[src/rtl/alu_uart_sequencer.sv]
// Frame sequencer: RX bytes -> opcode + two LE 16-bit operands -> adder -> sum/flags bytes on TX.
// Optional inter-byte timeout is compiled in with `define SEQ_TIMEOUT_EN.
module alu_uart_sequencer #(
    parameter int N = 16
`ifdef SEQ_TIMEOUT_EN
    , parameter int TIMEOUT_CYCLES = 100000
`endif
) (
    input  logic         clk_i,
    input  logic         rst_n_i,
    input  logic [7:0]   rx_data_i,
    input  logic         rx_valid_i,
    output logic [7:0]   tx_data_o,
    output logic         tx_valid_o,
    input  logic         tx_ready_i,
    output logic [N-1:0] add_a_o,
    output logic [N-1:0] add_b_o,
    input  logic [N-1:0] add_sum_i,
    input  logic [3:0]   add_flags_i,
    output logic         busy_o,
    output logic         overrun_o
);

    // IDLE opcode wait | A_LO..B_HI operand bytes | EXEC capture sum | TX_LO/TX_HI/TX_FLG result bytes | TX_ERR error code
    typedef enum logic [3:0] {
        S_IDLE, S_A_LO, S_A_HI, S_B_LO, S_B_HI,
        S_EXEC, S_TX_LO, S_TX_HI, S_TX_FLG, S_TX_ERR
    } state_t;

    state_t      state_q, state_d;
    logic [15:0] add_a_q, add_a_d, add_b_q, add_b_d;
    logic [7:0]  res_hi_q, res_hi_d;
    logic [3:0]  flg_q, flg_d;
    logic [7:0]  tx_data_q, tx_data_d;
    logic        tx_valid_q, tx_valid_d;
    logic        overrun_q, overrun_d;
    logic        tx_hs;

`ifdef SEQ_TIMEOUT_EN
    localparam int TW = (TIMEOUT_CYCLES > 2) ? $clog2(TIMEOUT_CYCLES) : 1;
    localparam logic [TW-1:0] TMO_LOAD = TW'(TIMEOUT_CYCLES - 1);
    logic [TW-1:0] tmo_q, tmo_d;
`endif

    assign tx_hs = tx_valid_q & tx_ready_i;

    always_ff @(posedge clk_i) begin
        if (!rst_n_i) begin
            state_q    <= S_IDLE;
            add_a_q    <= '0;
            add_b_q    <= '0;
            res_hi_q   <= '0;
            flg_q      <= '0;
            tx_data_q  <= '0;
            tx_valid_q <= 1'b0;
            overrun_q  <= 1'b0;
`ifdef SEQ_TIMEOUT_EN
            tmo_q      <= TMO_LOAD;
`endif
        end else begin
            state_q    <= state_d;
            add_a_q    <= add_a_d;
            add_b_q    <= add_b_d;
            res_hi_q   <= res_hi_d;
            flg_q      <= flg_d;
            tx_data_q  <= tx_data_d;
            tx_valid_q <= tx_valid_d;
            overrun_q  <= overrun_d;
`ifdef SEQ_TIMEOUT_EN
            tmo_q      <= tmo_d;
`endif
        end
    end

    always_comb begin
        state_d    = state_q;
        add_a_d    = add_a_q;
        add_b_d    = add_b_q;
        res_hi_d   = res_hi_q;
        flg_d      = flg_q;
        tx_data_d  = tx_data_q;
        tx_valid_d = tx_valid_q;
        overrun_d  = overrun_q;

        case (state_q)
            S_IDLE: begin
                if (rx_valid_i) begin
                    if (rx_data_i == 8'h01) begin
                        state_d = S_A_LO;
                    end else begin
                        state_d    = S_TX_ERR;
                        tx_data_d  = 8'hEE;
                        tx_valid_d = 1'b1;
                    end
                end
            end
            S_A_LO: if (rx_valid_i) begin add_a_d[7:0]  = rx_data_i; state_d = S_A_HI; end
            S_A_HI: if (rx_valid_i) begin add_a_d[15:8] = rx_data_i; state_d = S_B_LO; end
            S_B_LO: if (rx_valid_i) begin add_b_d[7:0]  = rx_data_i; state_d = S_B_HI; end
            S_B_HI: if (rx_valid_i) begin add_b_d[15:8] = rx_data_i; state_d = S_EXEC; end
            S_EXEC: begin
                res_hi_d   = add_sum_i[15:8];
                flg_d      = add_flags_i;
                tx_data_d  = add_sum_i[7:0];
                tx_valid_d = 1'b1;
                state_d    = S_TX_LO;
            end
            S_TX_LO: if (tx_hs) begin tx_data_d = res_hi_q;        state_d = S_TX_HI;  end
            S_TX_HI: if (tx_hs) begin tx_data_d = {4'b0000, flg_q}; state_d = S_TX_FLG; end
            S_TX_FLG, S_TX_ERR: begin
                if (tx_hs) begin
                    tx_valid_d = 1'b0;
                    state_d    = S_IDLE;
                end
            end
            default: state_d = S_IDLE;
        endcase

        // RX cannot stall, so anything arriving while the result is in flight is lost
        if (rx_valid_i && (state_q inside {S_EXEC, S_TX_LO, S_TX_HI, S_TX_FLG, S_TX_ERR}))
            overrun_d = 1'b1;

`ifdef SEQ_TIMEOUT_EN
        tmo_d = TMO_LOAD;
        if ((state_q inside {S_A_LO, S_A_HI, S_B_LO, S_B_HI}) && !rx_valid_i) begin
            if (tmo_q == '0) begin
                state_d    = S_TX_ERR;
                tx_data_d  = 8'hEF;
                tx_valid_d = 1'b1;
            end else begin
                tmo_d = tmo_q - TW'(1);
            end
        end
`endif
    end

    assign tx_data_o  = tx_data_q;
    assign tx_valid_o = tx_valid_q;
    assign add_a_o    = add_a_q;
    assign add_b_o    = add_b_q;
    assign busy_o     = (state_q != S_IDLE);
    assign overrun_o  = overrun_q;

endmodule
[config.mk]
export PLATFORM = sky130hd
export DESIGN_NAME = alu_uart_sequencer
export DESIGN_NICKNAME = d
export VERILOG_FILES = /design/src/rtl/alu_uart_sequencer.sv
export SDC_FILE = /design/constraint.sdc
export NUM_CORES = 1
export LEC_CHECK = 0
export CORE_ASPECT_RATIO = 1.25
export CORE_MARGIN = 2
export CORE_UTILIZATION = 47
export DETAILED_ROUTE_END_ITERATION = 8
export GPL_ROUTABILITY_DRIVEN = 0
export HOLD_SLACK_MARGIN = 0.12
export PLACE_DENSITY = 0.78
export SLEW_MARGIN = 20
export SYNTH_ARGS = -nofsm -noshare
export SYNTH_HDL_FRONTEND = slang
export SYNTH_SLANG_ARGS = --single-unit
[constraint.sdc]
create_clock -name clk_i -period 1.8 [get_ports clk_i]
set_clock_uncertainty 0.15 [all_clocks]
set_input_delay 0.36 -clock clk_i [delete_from_list [all_inputs] [get_ports clk_i]]
set_output_delay 0.36 -clock clk_i [all_outputs]
set_load 0.02 [all_outputs]
==> flow_results.xml <==
<?xml version="1.0" encoding="UTF-8"?>
<metrics>
  <group name="worst_setup_path">
    <metric name="critical_path.reg2reg.startpoint" unit="">state_q[1]$_SDFFE_PN0P_</metric>
    <metric name="worst_r2r_dst" unit="">add_a_o[9]$_SDFFE_PN0P_</metric>
    <metric name="cp_max_fo" unit="">8</metric>
    <metric name="worst_path_max_delay_cell" unit="">or4b_4</metric>
    <metric name="worstRegToRegCells" unit="">6</metric>
    <metric name="cell_chain_critical_path" unit="">dlygate4sd2_1, or4b_4, o21ai_2, a211o_1, buf_12, mux2i_2</metric>
    <metric name="crit_path_end_kind" unit="">flip-flop</metric>
    <metric name="critical-path-max-stage-delay" unit="ns">0.55</metric>
    <metric name="critPathKind" unit="">in2reg</metric>
    <metric name="r2r_slack" unit="ns">0.06</metric>
    <metric name="cp_num_cells" unit="">6</metric>
    <metric name="critPathLaunch" unit="">rx_data_i[2]</metric>
    <metric name="worstPathArrival" unit="ns">1.86</metric>
    <metric name="crit_path_start_kind" unit="">input pin</metric>
    <metric name="cp_top_family" unit="">simple AND/OR/NAND/NOR gates</metric>
    <metric name="required" unit="ns">1.91</metric>
    <metric name="worstPathBufferInverterCount" unit="">2</metric>
  </group>
  <group name="yosys">
    <metric name="synth_cells" unit="">282</metric>
    <metric name="postSynthRegisterBits" unit="">58</metric>
    <metric name="synth_seq_area_share" unit="%">45.5</metric>
    <metric name="synth_simple_gate_area_share" unit="%">18.0</metric>
    <metric name="fraction_of_the_mapped_netlist_area_in_compound_gates" unit="%">12.4</metric>
    <metric name="post_synth_mux_area_share" unit="%">18.0</metric>
    <metric name="combined_area_of_all_synthesized_cells" unit="mm^2">0.00255</metric>
    <metric name="synth_nets" unit="">314</metric>
    <metric name="yosys.area_share.xor_xnor" unit="%">0</metric>
    <metric name="synth_fa_ha_area_share" unit="%">0</metric>
    <metric name="ys_dominant_reg_cell" unit="">dfxtp_1</metric>
    <metric name="yosys.cell_types.count" unit="">44</metric>
    <metric name="synth_top_family_by_area" unit="">multiplexers</metric>
    <metric name="ys_async_sr_fraction" unit="%">0</metric>
    <metric name="syn_avg_cell_area" unit="um^2">9.06</metric>
    <metric name="synth_edf_count" unit="">0</metric>
    <metric name="yosysWarnings" unit="">0</metric>
  </group>
  <group name="grt">
    <metric name="via_count_of_the_first_global_routing_pass" unit="">2140</metric>
    <metric name="grt_max_degree" unit="">29</metric>
    <metric name="global_route.usage.total" unit="%">21.6</metric>
    <metric name="sum_of_overflow_across_all_layers_after_global_routing" unit="">0</metric>
    <metric name="wire_length_of_the_first_global_routing_pass" unit="um">10200</metric>
    <metric name="grt_antenna_before_repair" unit="">0</metric>
  </group>
  <group name="place">
    <metric name="placed_area" unit="mm^2">0.00349</metric>
    <metric name="dp.final_hpwl" unit="um">4480</metric>
    <metric name="port_buffers" unit="">74</metric>
  </group>
  <group name="sta">
    <metric name="final.min_clock_period" unit="ns">1.76</metric>
    <metric name="tightest_slew" unit="ns">0.376</metric>
    <metric name="slew_viol_final" unit="">0</metric>
    <metric name="timing.hold.ws" unit="ns">0.303</metric>
    <metric name="report.final.hold_viol_count" unit="">0</metric>
    <metric name="final.period_utilization" unit="%">97.6</metric>
    <metric name="max_freq" unit="MHz">570</metric>
    <metric name="setup_viol" unit="">0</metric>
    <metric name="slew-limit-headroom" unit="%">74.3</metric>
    <metric name="grt_setup_unrepaired" unit="">true</metric>
    <metric name="setup_tns_final" unit="ns">0</metric>
  </group>
  <group name="floorplan">
    <metric name="core" unit="mm^2">0.00533</metric>
    <metric name="die-width" unit="um">69.9</metric>
    <metric name="pin_count" unit="">75</metric>
    <metric name="design.die.area" unit="mm^2">0.00604</metric>
    <metric name="placement_rows" unit="">30</metric>
    <metric name="die-height" unit="um">86.4</metric>
    <metric name="floorplan.initialDensity" unit="%">47.9</metric>
  </group>
  <group name="detailed_routing">
    <metric name="drt_pre_antenna_iters" unit="">4</metric>
    <metric name="routed_wire_length_per_instance" unit="um">14.4</metric>
    <metric name="drt_wl_total" unit="um">6320</metric>
    <metric name="iteration_0_drc_markers" unit="">188</metric>
    <metric name="dr_total_vias" unit="">2280</metric>
    <metric name="vias_per_cell" unit="">5.18</metric>
    <metric name="remaining_antenna_violation_count_after_routing" unit="">0</metric>
    <metric name="post-route-drc-count" unit="">0</metric>
  </group>
  <group name="clock_tree">
    <metric name="insertion_delay" unit="ns">0.33</metric>
    <metric name="worst_setup_hold_path_clk_slew" unit="ns">0.06</metric>
    <metric name="tritoncts" unit="">built</metric>
    <metric name="cts-root-to-sink-buffers" unit="">2</metric>
    <metric name="htree_levels" unit="">3</metric>
    <metric name="clock_tree.root_cell" unit="">clkbuf_8</metric>
    <metric name="tritoncts_num_sinks" unit="">58</metric>
    <metric name="number_of_buffers_created_by_cts" unit="">9</metric>
    <metric name="cts_hold_buf" unit="">0</metric>
  </group>
  <group name="hold_path">
    <metric name="hold_start" unit="">res_hi_q[7]$_SDFFE_PN0N_</metric>
    <metric name="holdPathStages" unit="">2</metric>
    <metric name="worst_hold_path.endpoint" unit="">res_hi_q[7]$_SDFFE_PN0N_</metric>
    <metric name="holdCritPathClass" unit="">reg2reg</metric>
  </group>
  <group name="layout">
    <metric name="drive_above_1_share" unit="%">14.9</metric>
    <metric name="fill_cells" unit="">429</metric>
    <metric name="area_growth_syn_to_layout" unit="%">45.4</metric>
    <metric name="multiInputGateArea" unit="mm^2">0.00126</metric>
    <metric name="sequential_cell_area" unit="mm^2">0.00116</metric>
    <metric name="fin_nets" unit="">405</metric>
    <metric name="post-route-cell-area" unit="mm^2">0.00371</metric>
    <metric name="fin_util" unit="%">69.7</metric>
    <metric name="antenna_cells_inserted" unit="">0</metric>
  </group>
  <group name="pwr">
    <metric name="total_power" unit="W">0.00341</metric>
    <metric name="pwr_density_cell" unit="mW/mm^2">917</metric>
    <metric name="p_leak" unit="nW">2.03</metric>
    <metric name="irDropWorstVdd" unit="uV">715</metric>
  </group>
  <group name="flow_run">
    <metric name="max-cap-violations" unit="">0</metric>
  </group>
  <group name="run_status">
    <metric name="outcome" unit="">finished, final reports clean</metric>
  </group>
</metrics>
==> layer usage <==
metal / global-route usage (%) / vias to the layer above / share of wire, %
li1: - / 1154 / -
met1: 25.7 / 1049 / 42
met2: 36.0 / 70 / 49
met3: 8.26 / 7 / 7.5
met4: 7.52 / 0 / 0.90
met5: 0 / - / 0
==> timing repair <==
item | in CTS | in global routing
resized for setup | 35 | 23
setup endpoints to repair | 33 | 31
buffers inserted | 1 | 0
pin swaps | 5 | 0
gates cloned | 0 | 0
==> where the power goes <==
group	total (W)	switching [W]	internal, W
clock network	0.00118	0.000488	0.000694
registers	0.00140	0.0000393	0.00136
logic	0.000826	0.000416	0.000410
==> worst register-to-register path: stages, from the launching register on <==
cell     delay [ns]
dfxtp_1        0.33
buf_4          0.21
nand2_1        0.11
or4_1          0.40
buf_4          0.21
mux2i_1        0.17
nor2_1         0.06
==> how the worst max path moves through the flow <==
stage | slack (ns) | to
final | 0.04 | tx_data_o[1]$_SDFFE_PN0P_
after global routing | -0.03 | add_a_o[9]$_SDFFE_PN0P_
after floorplan | 0.10 | tx_data_o[0]$_SDFFE_PN0P_
after global placement | -0.41 | tx_data_o[3]$_SDFFE_PN0P_
after detailed placement | -0.47 | tx_data_o[1]$_SDFFE_PN0P_
after CTS | 0.003 | add_b_o[3]
==> cell usage after synthesis (2+ instances only) <==
cell type / number / area (um^2)
buf_6: 3 / 33.8
nand3_1: 3 / 15.0
a2bb2oi_1: 3 / 26.3
nand2b_1: 6 / 37.5
mux2i_1: 46 / 460
nor2_1: 42 / 158
buf_4: 2 / 15.0
dlygate4sd1_1: 2 / 17.5
clkbuf_1: 10 / 37.5
a21oi_1: 16 / 80.1
buf_2: 6 / 30.0
o22ai_1: 2 / 12.5
a31oi_1: 3 / 18.8
o211a_1: 2 / 20.0
inv_1: 4 / 15.0
o21ai_0: 7 / 35.0
dfxtp_1: 58 / 1160
a22oi_1: 3 / 22.5
nand2_1: 39 / 146
==> through the flow <==
step                      cells  setup WS, ns
after global routing        440       -0.0335
after CTS                   440       0.00252
after global placement      425        -0.415
after detailed placement    425        -0.465
final                       440        0.0441
after floorplan             282         0.102
==> placed cells by master, fill, tap and decap left out, types with 4 or more instances in the layout <==
cell type and instances:
a21oi_1 16, nand2_1 38, clkdlybuf4s50_1 23, nand2b_1 6, dlymetal6s2s_1 19, nor2_1 42, dlygate4sd2_1 31, buf_4 25
mux2i_1 45, clkbuf_8 11, dfxtp_1 58, o21ai_0 7, inv_1 4
==> kinds of logic after synthesis <==
group | Yosys count
AO/OA/AOI/OAI | 48
buffers and inverters | 28
flip-flops | 58
multiplexers | 46
AND/OR/NAND/NOR | 102
==> final cells by class <==
type | count | area share (%)
clock inverters | 3 | 1.08
well taps | 64 | 2.16
multi-input cells | 196 | 33.8
flip-flops and latches | 58 | 31.3
clock buffers | 11 | 4.08
inverters | 5 | 0.573
repair buffers | 103 | 27.0
==> sequential cells by signal, indices dropped and copies added (netlist names) <==
name	count
overrun_o	1
add_a_o	16
res_hi_q	8
add_b_o	16
flg_q	4
tx_data_o	8
state_q	4
tx_valid_o	1
Note: power is estimated with default switching activity, not from simulation.
